## config.mk

```make
export PLATFORM = sky130hd
export DESIGN_NAME = rs_ff_driver
export DESIGN_NICKNAME = d
export VERILOG_FILES = /design/src/rtl/rs_drv_pkg.sv /design/src/rtl/rs_drv_timer.sv /design/src/rtl/rs_ff_driver.sv
export SDC_FILE = /design/constraint.sdc
export NUM_CORES = 1
export LEC_CHECK = 0
export CAP_MARGIN = 20
export CORE_MARGIN = 2
export CORE_UTILIZATION = 48
export DETAILED_ROUTE_END_ITERATION = 8
export MAX_ROUTING_LAYER = met4
export PLACE_DENSITY_LB_ADDON = 0.2
export SETUP_SLACK_MARGIN = 0.05
export SYNTH_ARGS = -nofsm -noshare
export SYNTH_HDL_FRONTEND = slang
export SYNTH_SLANG_ARGS = --single-unit
```

## constraint.sdc

```tcl
create_clock -name clk -period 1.6 [get_ports clk]
set_clock_uncertainty 0.05 [all_clocks]
set_input_delay 0.32 -clock clk [delete_from_list [all_inputs] [get_ports clk]]
set_output_delay 0.32 -clock clk [all_outputs]
set_load 0.02 [all_outputs]
```

## src/rtl/rs_drv_pkg.sv

```systemverilog
// rs_drv_pkg
// Shared types and constants for the rs_ff command driver.
//   rs_op_t        : command opcode as carried on cmd_op
//   rs_drv_state_t : driver FSM states
//   OP_*           : raw opcode encodings
//   maxInt/widthFor: helpers for sizing counters from parameters
package rs_drv_pkg;

  localparam logic [1:0] OP_NOP    = 2'b00;
  localparam logic [1:0] OP_SET    = 2'b01;
  localparam logic [1:0] OP_RESET  = 2'b10;
  localparam logic [1:0] OP_TOGGLE = 2'b11;

  typedef enum logic [1:0] {
    RS_NOP    = OP_NOP,
    RS_SET    = OP_SET,
    RS_RESET  = OP_RESET,
    RS_TOGGLE = OP_TOGGLE
  } rs_op_t;

  typedef enum logic [2:0] {
    IDLE,
    DRIVE,
    SETTLE,
    CHECK,
    DONE
  } rs_drv_state_t;

  function automatic int maxInt(input int a, input int b);
    return (a > b) ? a : b;
  endfunction

  // Bits needed to hold 0..maxVal, never less than one bit so a
  // zero-valued parameter still yields a legal vector.
  function automatic int widthFor(input int maxVal);
    return (maxVal < 1) ? 1 : $clog2(maxVal + 1);
  endfunction

endpackage

```

## src/rtl/rs_drv_timer.sv

```systemverilog
// rs_drv_timer
// Loadable down-counter shared by the DRIVE and SETTLE phases.
//   clk, rst : clock and synchronous active-high reset
//   load     : reload the counter with load_val this edge (wins over counting)
//   load_val : value to load
//   zero     : counter currently reads zero
// The counter stops at zero instead of wrapping.
module rs_drv_timer #(
  parameter int W = 2
) (
  input  logic         clk,
  input  logic         rst,
  input  logic         load,
  input  logic [W-1:0] load_val,
  output logic         zero
);

  logic [W-1:0] cnt_q;
  logic [W-1:0] cnt_d;

  // Next count: a load takes priority, otherwise count down and hold at zero.
  always_comb begin
    cnt_d = cnt_q;
    if (load) begin
      cnt_d = load_val;
    end else if (cnt_q != '0) begin
      cnt_d = cnt_q - 1'b1;
    end
  end

  // Count register with synchronous reset.
  always_ff @(posedge clk) begin
    if (rst) begin
      cnt_q <= '0;
    end else begin
      cnt_q <= cnt_d;
    end
  end

  assign zero = (cnt_q == '0);

endmodule

```

## src/rtl/rs_ff_driver.sv

```systemverilog
// rs_ff_driver
// Turns set/reset/toggle/no-op commands into bounded, never-overlapping
// s/r pulses for an rs_ff, reads q/qb back and retries on mismatch.
//   clk, rst             : clock and synchronous active-high reset
//   cmd_valid, cmd_op    : command handshake input (accepted when cmd_ready)
//   cmd_ready            : high only while idle
//   s, r                 : registered drive to the rs_ff
//   q_fb, qb_fb          : rs_ff outputs, same clock domain
//   done                 : one-cycle completion pulse
//   err, err_clr         : sticky failure flag and its clear
//   busy                 : any state other than idle
module rs_ff_driver
  import rs_drv_pkg::*;
#(
  parameter int PULSE_W    = 2,
  parameter int SETTLE_CYC = 2,
  parameter int MAX_RETRY  = 2
) (
  input  logic       clk,
  input  logic       rst,
  input  logic       cmd_valid,
  input  logic [1:0] cmd_op,
  output logic       cmd_ready,
  output logic       s,
  output logic       r,
  input  logic       q_fb,
  input  logic       qb_fb,
  output logic       done,
  output logic       err,
  input  logic       err_clr,
  output logic       busy
);

  localparam int CW = widthFor(maxInt(PULSE_W, SETTLE_CYC));
  localparam int RW = widthFor(MAX_RETRY);

  // The timer is loaded with length-1 so that its zero flag marks the
  // last cycle of the phase and the FSM leaves on that edge.
  localparam logic [CW-1:0] PULSE_LOAD  = CW'(PULSE_W - 1);
  localparam logic [CW-1:0] SETTLE_LOAD = CW'(SETTLE_CYC - 1);
  localparam logic [RW-1:0] RETRY_MAX   = RW'(MAX_RETRY);

  rs_drv_state_t state_q;
  logic          target_q;
  logic [RW-1:0] retry_q;
  logic          s_q;
  logic          r_q;
  logic          done_q;
  logic          err_q;

  logic          accept;
  logic          checkPass;
  logic          retryLeft;
  logic          timerLoad;
  logic [CW-1:0] timerLoadVal;
  logic          timerZero;

  assign accept    = cmd_valid && (state_q == IDLE);
  // q == qb can never match target/~target, so it always fails here.
  assign checkPass = (q_fb == target_q) && (qb_fb == ~target_q);
  assign retryLeft = (retry_q < RETRY_MAX);

  // Reload the shared timer on every edge that enters DRIVE or SETTLE,
  // mirroring the transitions taken by the FSM below.
  always_comb begin
    timerLoad    = 1'b0;
    timerLoadVal = PULSE_LOAD;
    case (state_q)
      IDLE: begin
        if (accept && (rs_op_t'(cmd_op) != RS_NOP)) begin
          timerLoad = 1'b1;
        end
      end
      DRIVE: begin
        if (timerZero) begin
          timerLoad    = 1'b1;
          timerLoadVal = SETTLE_LOAD;
        end
      end
      CHECK: begin
        if (!checkPass && retryLeft) begin
          timerLoad = 1'b1;
        end
      end
      default: begin
      end
    endcase
  end

  rs_drv_timer #(
    .W(CW)
  ) u_timer (
    .clk     (clk),
    .rst     (rst),
    .load    (timerLoad),
    .load_val(timerLoadVal),
    .zero    (timerZero)
  );

  // Driver FSM with registered outputs. s and r are only ever loaded
  // as target/~target or both zero, so they cannot be high together.
  // err_clr is applied first so that a same-cycle set overrides it.
  always_ff @(posedge clk) begin
    if (rst) begin
      state_q  <= IDLE;
      target_q <= 1'b0;
      retry_q  <= '0;
      s_q      <= 1'b0;
      r_q      <= 1'b0;
      done_q   <= 1'b0;
      err_q    <= 1'b0;
    end else begin
      done_q <= 1'b0;
      if (err_clr) begin
        err_q <= 1'b0;
      end
      case (state_q)
        IDLE: begin
          if (accept) begin
            case (rs_op_t'(cmd_op))
              RS_NOP: begin
                done_q  <= 1'b1;
                state_q <= DONE;
              end
              RS_SET: begin
                target_q <= 1'b1;
                retry_q  <= '0;
                s_q      <= 1'b1;
                r_q      <= 1'b0;
                state_q  <= DRIVE;
              end
              RS_RESET: begin
                target_q <= 1'b0;
                retry_q  <= '0;
                s_q      <= 1'b0;
                r_q      <= 1'b1;
                state_q  <= DRIVE;
              end
              RS_TOGGLE: begin
                target_q <= ~q_fb;
                retry_q  <= '0;
                s_q      <= ~q_fb;
                r_q      <= q_fb;
                state_q  <= DRIVE;
              end
              default: begin
              end
            endcase
          end
        end
        DRIVE: begin
          if (timerZero) begin
            s_q     <= 1'b0;
            r_q     <= 1'b0;
            state_q <= SETTLE;
          end
        end
        SETTLE: begin
          if (timerZero) begin
            state_q <= CHECK;
          end
        end
        CHECK: begin
          if (checkPass) begin
            done_q  <= 1'b1;
            state_q <= DONE;
          end else if (retryLeft) begin
            retry_q <= retry_q + 1'b1;
            s_q     <= target_q;
            r_q     <= ~target_q;
            state_q <= DRIVE;
          end else begin
            err_q   <= 1'b1;
            done_q  <= 1'b1;
            state_q <= DONE;
          end
        end
        DONE: begin
          state_q <= IDLE;
        end
        default: begin
          state_q <= IDLE;
        end
      endcase
    end
  end

  assign cmd_ready = (state_q == IDLE);
  assign busy      = (state_q != IDLE);
  assign s         = s_q;
  assign r         = r_q;
  assign done      = done_q;
  assign err       = err_q;

endmodule

```

==> flow_summary.ini <==
[synth]
synth_nets = 89
synth_top_area_cell = dfxtp_1
synth-seq-area-share_pct = 34.41
ys_types = 33
synthTopCellsByCount = dfxtp_1 (12), a21oi_1 (6), inv_1 (6)
avgSynthCellArea_sq_um = 9.067
synth_edf_count = 0
synth_top_area_share_pct = 34.41
synth_seq_cells = 12
ys_warn_count = 0
synth_area_leaders = dfxtp_1 (34%), ha_1 (7.2%), mux2i_1 (5.7%)
async_flop_share_pct = 0
synthCells = 77
synth_area_sq_um = 698.2
synthFlopType = dfxtp_1
synth_most_common_cell = dfxtp_1

[clock_tree]
cts_max_path_buffers = 2
cts_tree = built
cts-htree-levels = 1
clkLatencyLatePin_ps = 270
cts_buffers = 3
clkSlewWorstSetupHoldPaths_ps = 80
clock-sinks = 12
root_buffer = clkbuf_4

[min_path]
hp-start = r
hold_depth = 2
hold_path.class = register to register
min_to = r

[setup_path]
worst_setup_path_end_kind = register
crit_type = register to register
timing.rr.start = state_q[2]
path_max_fanout = 6
r2r-end = u_timer.cnt_q[1]
cp_data_arrival_time_ps = 1610
r2r_slack_ps = 110
worstPathRequired_ps = 1720
startpoint_type = register
rr_worst_depth = 6

[timing]
setup_ws_ps = 112.9
tightest_slew_ps = 338.2
finalSetupViolations = 0
fin_crit_sh_pct = 92.94
rsz0062_at_grt = yes
hold_viol_final = 0
fmax_mhz = 672.5
fin_crit_ps = 1487
maxSlewViolCount = 0
slew_headroom_pct = 77.17

[floorplanning]
die-area_sq_mm = 0.001776
die_y_microns = 42.14
die_w_microns = 42.14
num_rows = 13
start_util_pct = 52.35
core_area_sq_mm = 0.001334
io-pin-count = 14

[layout]
diodes = 0
seq_area_sq_um = 244.0
fin_area_sq_mm = 0.001032
area_delta_synth_final_pct = 47.85
drive_gt1_share_pct = 34.23
nets = 124
final_util_pct = 77.39
nFillCells = 100
multi_input_area_sq_um = 446.7

[route]
vias = 695
wl_per_cell_microns = 13.69
drc = 0
antenna_left = 0
via_per_inst = 5.516
firstDrtPassIters = 4
detail_route.wirelength_microns = 1725
drt_iter0_drc = 12

[power]
p_int_mw = 0.7099
swShare_pct = 33.67
clkPwrFrac_pct = 22.5
p_comb_share_pct = 42.8
power_mw = 1.070
p_switching_mw = 0.3603
p_seq_share_pct = 34.8
power.static_leakage_nw = 0.4758
irDropWorstVdd_uv = 752.5
powerDensity_mw_per_mm2 = 1037

[place]
pre_cts_ws_ps = -387.0
place_hpwl_microns = 1201
port_buffers = 13
place_area_sq_um = 950.9
place.gp.congestion = 0.8899

[global_route]
grt_overflow_total = 0
track_usage_pct = 22.09
grt_max_degree = 12
antenna_found_initial = 0
grt_pass1_wl_microns = 2980
grt_pass1_vias = 678

[flow_run]
max_cap_violations = 0

[outcome]
status = finished, final reports clean
[critical path, cell delays in order, from the launching register on]
cell and delay, ps:
dfxtp_2 340, buf_6 120, buf_4 150, or3b_4 390
nand3_1 90, o21ai_1 60, and4b_1 190
[state kept, by name (all words and copies together), names as in the netlist]
register / cells
r: 1
state_q: 3
target_q: 1
err: 1
s: 1
done: 1
u_timer.cnt_q: 2
retry_q: 2
[power groups by stage]
stage / registers [mW] / clock network (mW) / logic (mW)
finish: 0.372 / 0.241 / 0.458
global route: 0.376 / 0.261 / 0.499
CTS: 0.372 / 0.246 / 0.446
detailed placement: 0.370 / 0 / 0.429
global placement: 0.368 / 0 / 0.419
floorplan: 0.385 / 0 / 0.236
[routing by layer]
layer | part of all wire [%] | track usage [%]
met1 | 42 | 25.86
met4 | 0 | 3.125
met2 | 51 | 38.44
met3 | 6.1 | 6.466
met5 | 0 | -
[worst max path at each step]
| stage | from | end | slack, ps |
|---|---|---|---|
| final | state_q[2] | u_timer.cnt_q[1] | 110 |
| after global placement | cmd_op[0] | s | -290 |
| after detailed placement | cmd_op[1] | s | -390 |
| after global routing | target_q | r | 40 |
| after CTS | state_q[1] | cmd_ready | 20 |
| after floorplan | state_q[1] | target_q | 130 |
[cells by family after synthesis]
| logic type | count (synthesis) | share of synthesized area (%) |
|---|---|---|
| adder cells (fa/ha/maj) | 4 | 7.169 |
| flip-flops | 12 | 34.41 |
| AO/OA/AOI/OAI | 19 | 17.38 |
| AND/OR/NAND/NOR | 29 | 29.21 |
| multiplexers | 5 | 7.348 |
| buffers and inverters | 8 | 4.479 |
[cell type report]
type / instances / area share (%)
sequential: 12 / 23.64
multi-input combinational: 57 / 43.27
timing repair buffer: 32 / 25.58
inverter: 6 / 2.182
clock buffer: 4 / 3.515
tap: 15 / 1.818
[repair_timing]
action / 4_1_cts / 5_1_grt
setup buffers: 3 / 1
gates cloned: 0 / 0
pin swaps: 6 / 2
endpoints found under the setup margin: 7 / 7
gates resized for setup: 22 / 6
hold buffers: 0 / 0
[through the flow]
| stage | TNS [ps] | instances | hold slack, ps |
|---|---|---|---|
| global route | 0 | 126 | 475.5 |
| global placement | -2070 | 118 | 414.1 |
| finish | 0 | 126 | 443.4 |
| detailed placement | -2374 | 118 | 433.1 |
| CTS | 0 | 125 | 446.8 |
| floorplan | 0 | 77 | 417.5 |
[cells in the final DEF, fill, tap and decap left out, drive strengths merged, types with 2 or more instances in the layout]
cell type / count
a211oi: 4
nor3b: 2
nor3: 3
clkbuf: 5
dfxtp: 12
nand3: 3
o21ai: 5
clkdlybuf4s50: 3
a21oi: 6
nand3b: 4
mux2i: 4
nand2b: 3
buf: 20
dlygate4sd2: 7
inv: 6
nor4: 3
nor2: 3
nand2: 2
ha: 4
Power figures use the tool's default switching activity.
